<file path="src/rtl/tdes_pkg.sv">
// tdes_pkg: shared state, pass and mode encodings for the Triple-DES sequencer.
package tdes_pkg;

    typedef enum logic [2:0] {IDLE, START, WAIT, OUT, ERR} state_t;

    localparam logic [1:0] PASS0 = 2'd0;
    localparam logic [1:0] PASS1 = 2'd1;
    localparam logic [1:0] PASS2 = 2'd2;

    localparam logic MODE_ENC = 1'b0;
    localparam logic MODE_DEC = 1'b1;

endpackage

</file>
<file path="src/rtl/tdes_pass_select.sv">
// tdes_pass_select: picks the core key and mode for each EDE pass.
module tdes_pass_select
    import tdes_pkg::*;
(
    input  logic [1:0]  pass,
    input  logic        decrypt,
    input  logic [63:0] key1,
    input  logic [63:0] key2,
    input  logic [63:0] key3,
    output logic [63:0] des_key,
    output logic        des_decrypt
);

    // Decrypt walks the key list backwards, so the outer passes swap key1/key3.
    assign des_key     = pass == PASS1 ? key2 : ((pass == PASS0) != decrypt) ? key1 : key3;
    assign des_decrypt = (pass == PASS1) ? (decrypt ? MODE_ENC : MODE_DEC) : (decrypt ? MODE_DEC : MODE_ENC);

endmodule

</file>
<file path="src/rtl/tdes_sequencer.sv">
// tdes_sequencer: runs one shared DES core three times (EDE, 3-key) per 64-bit block.
module tdes_sequencer
    import tdes_pkg::*;
#(
    parameter int TIMEOUT_CYCLES = 64,
    parameter int CNT_W          = 7
) (
    input  logic        clk,
    input  logic        reset,
    input  logic        in_valid,
    output logic        in_ready,
    input  logic [63:0] in_data,
    input  logic        in_decrypt,
    input  logic [63:0] key1,
    input  logic [63:0] key2,
    input  logic [63:0] key3,
    output logic        out_valid,
    input  logic        out_ready,
    output logic [63:0] out_data,
    output logic        err,
    output logic        des_reset,
    output logic [63:0] des_din,
    output logic [63:0] des_key,
    output logic        des_decrypt,
    input  logic [63:0] des_dout,
    input  logic        des_done
);

    state_t           state, state_n;
    logic [1:0]       pass, pass_n;
    logic [CNT_W-1:0] cnt;
    logic [63:0]      work, work_n, k1, k2, k3, k1_n, k2_n, k3_n, sel_key;
    logic             dec, dec_n, sel_dec, accept, done, timeout;

    assign accept  = state == IDLE && in_valid && in_ready;
    assign done    = state == WAIT && des_done;
    assign timeout = state == WAIT && !des_done && cnt == CNT_W'(TIMEOUT_CYCLES - 1);
    assign work_n  = accept ? in_data : done ? des_dout : work;
    assign k1_n    = accept ? key1 : k1;
    assign k2_n    = accept ? key2 : k2;
    assign k3_n    = accept ? key3 : k3;
    assign dec_n   = accept ? in_decrypt : dec;

    always_comb begin
        state_n = state;
        pass_n  = pass;
        case (state)
            IDLE:  if (accept) begin
                state_n = START;
                pass_n  = PASS0;
            end
            START: state_n = WAIT;
            WAIT:  if (done) begin
                state_n = pass == PASS2 ? OUT : START;
                pass_n  = pass == PASS2 ? pass : pass + 2'd1;
            end else if (timeout) begin
                state_n = ERR;
            end
            OUT:   if (out_ready) state_n = IDLE;
            default: ;
        endcase
    end

    // Selection runs on next-state values so the core inputs are valid during START.
    tdes_pass_select u_pass_select (
        .pass        (pass_n),
        .decrypt     (dec_n),
        .key1        (k1_n),
        .key2        (k2_n),
        .key3        (k3_n),
        .des_key     (sel_key),
        .des_decrypt (sel_dec)
    );

    always_ff @(posedge clk) begin
        if (!reset) begin
            state       <= IDLE;
            pass        <= PASS0;
            cnt         <= '0;
            work        <= '0;
            k1          <= '0;
            k2          <= '0;
            k3          <= '0;
            dec         <= 1'b0;
            in_ready    <= 1'b0;
            out_valid   <= 1'b0;
            out_data    <= '0;
            err         <= 1'b0;
            des_reset   <= 1'b1;
            des_din     <= '0;
            des_key     <= '0;
            des_decrypt <= 1'b0;
        end else begin
            state     <= state_n;
            pass      <= pass_n;
            work      <= work_n;
            k1        <= k1_n;
            k2        <= k2_n;
            k3        <= k3_n;
            dec       <= dec_n;
            cnt       <= (state == WAIT && !des_done && !timeout) ? cnt + 1'b1 : '0;
            in_ready  <= state_n == IDLE;
            out_valid <= state_n == OUT;
            des_reset <= state_n != WAIT;
            err       <= err || timeout;
            if (state_n == START) begin
                des_din     <= work_n;
                des_key     <= sel_key;
                des_decrypt <= sel_dec;
            end
            if (done && pass == PASS2) out_data <= des_dout;
        end
    end

endmodule

</file>
<file path="config.mk">
export PLATFORM = sky130hd
export DESIGN_NAME = tdes_sequencer
export DESIGN_NICKNAME = d
export VERILOG_FILES = /design/src/rtl/tdes_pkg.sv /design/src/rtl/tdes_pass_select.sv /design/src/rtl/tdes_sequencer.sv
export SDC_FILE = /design/constraint.sdc
export NUM_CORES = 1
export LEC_CHECK = 0
export ABC_AREA = 1
export CAP_MARGIN = 20
export CORE_MARGIN = 8
export CORE_UTILIZATION = 44
export CTS_CLUSTER_SIZE = 40
export DETAILED_ROUTE_END_ITERATION = 16
export PLACE_DENSITY = 0.69
export SYNTH_ARGS = -nofsm -noshare
export SYNTH_HDL_FRONTEND = slang
export SYNTH_HIERARCHICAL = 1
export SYNTH_SLANG_ARGS = --single-unit
</file>
<file path="constraint.sdc">
create_clock -name clk -period 2.82 [get_ports clk]
set_input_delay 0.846 -clock clk [delete_from_list [all_inputs] [get_ports clk]]
set_output_delay 0.846 -clock clk [all_outputs]
set_load 0.05 [all_outputs]
</file>
# Word-level counts from Yosys, hierarchy flattened
# Cells that the tools add are included.
# totals
output_inout_bits	197
elab_cells	63
regBits	466
in_bits	326
# op_classes
reduce_logical	14
eq_ne	10
n_addsub	2
mux	21
# op_table
op	count
$mux 64	7
$mux 3	4
$pmux 3 s4	1
$eq 3x2->1 const B	3
$mux 2	4
$add 7x1->7 const B	1
$eq 7x6->1 const B	1
$logic_and 1x1->1	7
$eq 3x1->1 const B	2
$logic_not 3->1	2
$mux 1	4
$pmux 2 s2	1
$ne 3x2->1 const B	1
$add 2x1->2 const B	1
$eq 2x1->1 const B	1
$eq 2x2->1 const B	1
$logic_not 1->1	2
$logic_not 2->1	1
$reduce_and 2->1	1
$logic_or 1x1->1	1
$ne 1x1->1	1

# Depth between registers and ports, before layout
# depth
ltp_word	9
mapped_depth	16
depth_no_buf	14

# Modules after synthesis
# Netlist, hierarchy kept.
# by_module_without_submodules
module	n_inst	cells_per_inst	seq_area_each_um2	area_each_um2
tdes_sequencer	1	2853	9328.9	20515.9
tdes_pass_select	1	490	0.0	2167.1

# Least setup slack after synthesis
# Ideal clock, no wire load.
# synth_path
kind	input port to flip-flop
from	input port in_valid
to	register des_key[10]
setup_ns	0.113
cell_stages	15
path_buffers	4
path_slack_ns	0.227
t_required_ns	2.707
arrival_ns	2.480
path_cell_list	nand2_1 -> nor2_2 -> buf_2 -> buf_2 -> buf_2 -> a21oi_1 -> inv_1 -> o21ai_2 -> nand2_2 -> buf_6 -> nand2_1 -> nand3_1 -> nand2_1 -> nor2_1 -> nor2_1
# synth_between
word_cells_on_any_way	16
cone_classes	eq/ne: 3; mux: 10; reduce/logical: 3
# synth_rtl
element	line	source
start, declared	tdes_sequencer.sv:10	input logic in_valid,
$logic_and 1x1->1 (2 in a row)	tdes_sequencer.sv:35	assign accept = state == IDLE && in_valid && in_ready;
$mux 1	tdes_sequencer.sv:42	assign dec_n = accept ? in_decrypt : dec;
net dec_n	tdes_sequencer.sv:33	logic dec, dec_n, sel_dec, accept, done, timeout;
$ne 1x1->1	tdes_pass_select.sv:15	assign des_key = pass == PASS1 ? key2 : ((pass == PASS0) != decrypt) ? key1 : key3;
$mux 64 (2 in a row)	tdes_pass_select.sv:15	
net sel_key[10]	tdes_sequencer.sv:32	logic [63:0] work, work_n, k1, k2, k3, k1_n, k2_n, k3_n, sel_key;
end signal, assigned	tdes_sequencer.sv:108	des_key <= sel_key;
end, declared	tdes_sequencer.sv:23	output logic [63:0] des_key,
# The timed path passes the listed nets, and every way through them passes these cells.
# A chain may end at the register's enable or synchronous reset.

# Final worst setup path
# layout_path
from	register in_ready
to	output port in_ready
# layout_rtl
element	line	source
start, declared	tdes_sequencer.sv:11	output logic in_ready,
start signal, assigned	tdes_sequencer.sv:85	in_ready <= 1'b0;
start signal, assigned	tdes_sequencer.sv:102	in_ready <= state_n == IDLE;
# No word-level cell between the ends.

==> results.yml <==
min_path:
  hold_class: "flop to flop"
clocking:
  ctsHoldBuffers: 0
  clk_latency_ns: 0.60
  post_cts_buffers: 0
  htree_levels: 2
  cts_buffer_depth: 3
  clk_pin_slew_ns: 0.06
  clock-sinks: 466
  cts_tree: "yes"
  root_buffer: "clkbuf_16"
  numCtsBuffers: 53
global_routing:
  track_usage: 0.2498
  grt_max_degree: 100
  grt_pass1_vias: 20710
  antenna_found_initial: 20
  grt_overflow: 0
  grt_pass1_wl_mm: 119.1
die:
  dieArea_mm2: 0.05907
  die_h_um: 243.1
  pin_count: 523
  die_x_um: 243.1
  core_area_mm2: 0.05109
  start_util: 0.4439
  rows: 83
placement:
  hpwl_mm: 55.86
  numPortBuffers: 522
  place_ws_ns: -0.4430
  place_congestion: 0.8676
setup_path:
  critPathMaxStageDelay_ns: 0.88
  crit_path_end_kind: "output pin"
  path_class: "flop to output pin"
  path_cells: "clkdlybuf4s50_1"
  worstPathRequired_ns: 1.97
  startpoint_type: "flop"
  crit_family: "buffers and inverters"
  cp_num_buf_inv: 1
  cp_max_fo: 3
  cp.arrival_ns: 1.88
  slowest_stage: "clkdlybuf4s50_1"
logic_synthesis:
  yosys-top-cells-count: "inv_1, nand2_1, dfxtp_1"
  synth_cell_types: 35
  seq_area_frac_synth: 0.4113
  synth_xor_area_frac: 0.0003861
  synth_top_family_by_area: "simple AND/OR/NAND/NOR gates"
  yosys.area.top_type_share: 0.4113
  ys.flop_type: "dfxtp_1"
  synth_top_area_cell: "dfxtp_1"
  yosys-top-cells-area: "dfxtp_1, inv_1, nand2_1"
  syn_nets: 3672
  synth_edf_count: 0
  synthArstFlopShare: 0
  yosys_warnings: 6
  netlist_area_mm2: 0.02268
  ys_ff_latch: 466
  synthAdderAreaFrac: 0.001655
  synth-compound-area-share: 0.1457
  syn_inst: 3343
  synth.most_common_cell: "inv_1"
  syn_area_per_cell_um2: 6.785
  synth_mux_area_frac: 0
  synth-simple-area-share: 0.2779
timing:
  hold_viol: 0
  setup_viol: 0
  relSlewSlack: 0.5496
  fin_crit_ns: 2.728
  final_max_slew_viol_count: 0
  timing.fmax_mhz: 366.6
  worst-slew-pin-transition_ns: 0.6735
  fin_hold_ws_ns: 0.4470
  finalCritPeriodShare: 0.9674
  clock_skew_ns: 0.01569
  timing.final.ws_setup_ns: 0.09194
power_and_ir_drop:
  clkPwrFrac: 0.249
  internal-power_mw: 17.13
  p_per_area_mw_per_mm2: 888.3
  power_switching_mw: 10.73
  switching_share: 0.3852
  leakagePower_nw: 14.92
  ir_drop_mv: 0.5421
  combinationalPowerShare: 0.451
  seq_power_share: 0.300
route:
  antenna_left: 0
  drc: 0
  viasPerCell: 4.747
  drtPass1Iterations: 5
  dr_total_vias: 22000
  wl_per_cell_um: 16.59
  routed_wl_mm: 76.87
  drtIter0Drc: 1437
outcome:
  status: "complete, no violations"
final_layout:
  syn_to_final_growth_pct: 38.25
  drive_gt1_frac: 0.1317
  fin_nets: 4228
job:
  max_cap_viol_count: 0
repair_timing:
action	4_1_cts	5_1_grt
resized for setup	2	1
pin swaps	0	0
endpoints found under the setup margin	2	1
final cells by class:
| type | instances | area, um2 |
|---|---|---|
| Antenna cell | 12 | 30.03 |
| Clock buffer | 84 | 1645 |
| Clock inverter | 14 | 113.9 |
| Fill cell | 4684 | 19730 |
| Inverter | 679 | 2556 |
| Multi-Input combinational cell | 1982 | 9698 |
| Sequential cell | 466 | 9329 |
| Tap cell | 680 | 850.8 |
| Timing Repair Buffer | 717 | 7137 |
power by group through the flow:
| stage | clock network (mW) | registers (mW) | logic, mW |
|---|---|---|---|
| 3_5_place_dp | 0 | 8.49 | 12.5 |
| 3_3_place_gp | 0 | 8.46 | 12.5 |
| 4_1_cts | 7.08 | 8.37 | 12.6 |
| 6_report | 6.94 | 8.36 | 12.6 |
| 2_1_floorplan | 0 | 10.2 | 6.55 |
| 5_1_grt | 7.36 | 8.49 | 13.9 |
layer usage:
layer  wire [um]  global-route usage
met5          61                   0
met4        2309             0.09415
met3        5601             0.06446
met2       35860              0.4047
met1       33040              0.3167
cells in the final DEF, fill, tap and decap left out, types with 2 or more instances in the layout:
| cell | Yosys | routed |
|---|---|---|
| ha_1 | 3 | 3 |
| o211ai_1 | 22 | 22 |
| nand2_2 | 2 | 2 |
| clkinvlp_4 | 0 | 2 |
| nand3_1 | 184 | 184 |
| buf_12 | 0 | 36 |
| clkbuf_1 | 74 | 13 |
| inv_2 | 5 | 4 |
| or2_0 | 6 | 6 |
| a31oi_1 | 16 | 16 |
| dfxtp_1 | 466 | 466 |
| nand4_1 | 2 | 2 |
| clkbuf_16 | 0 | 55 |
| nor3_1 | 12 | 12 |
| inv_8 | 0 | 2 |
| nand3_2 | 2 | 2 |
| dlygate4sd2_1 | 0 | 2 |
| buf_4 | 28 | 160 |
| or2_2 | 222 | 222 |
| o22ai_1 | 13 | 13 |
| nor2_4 | 1 | 3 |
| inv_1 | 674 | 674 |
| or2_1 | 4 | 4 |
| nor2_1 | 311 | 311 |
| clkinv_2 | 0 | 8 |
| nand2_1 | 664 | 663 |
| nor3b_1 | 4 | 4 |
| a211oi_1 | 193 | 193 |
| clkdlybuf4s50_1 | 0 | 518 |
| clkbuf_8 | 0 | 16 |
| a21oi_1 | 298 | 298 |
| diode_2 | 0 | 12 |
| and2_1 | 14 | 14 |
flip-flops by register name (all words and copies together) (netlist names):
name,flops
out_data,64
des_reset,1
cnt,7
pass,2
err,1
k3,64
des_din,64
state,3
work,64
dec,1
k2,64
des_key,64
k1,64
in_ready,1
des_decrypt,1
out_valid,1
logic make-up after synthesis:
logic type      count (synthesis)
simple gates                 1433
buf+inv                       895
compound gates                545
flops                         466
fa+ha+maj                       3
xor+xnor                        1
per-stage QoR:
step	util	cell area (um2)	power, mW	std cells	TNS, ns
final	0.6138	31360	27.86	4634	0
after detailed placement	0.5788	29570	21.01	4524	-24.89
after global placement	0.5788	29570	20.92	4524	-22.78
after global routing	0.6137	31360	29.72	4633	-0.007228
after floorplan	-	22680	16.76	3343	0
after CTS	0.6131	31330	28.05	4622	0
path summary, 6_finish.rpt:
path | from | to | cells past startpoint | slack (ns)
setup / recovery | in_ready | in_ready | 1 | 0.09
hold / removal | cnt[0] | cnt[0] | 1 | 0.45
setup reg to reg | state[2] | des_key[61] | 16 | 0.37
hold reg to reg | cnt[0] | cnt[0] | 1 | 0.45
(Power assumes the default switching activity.)
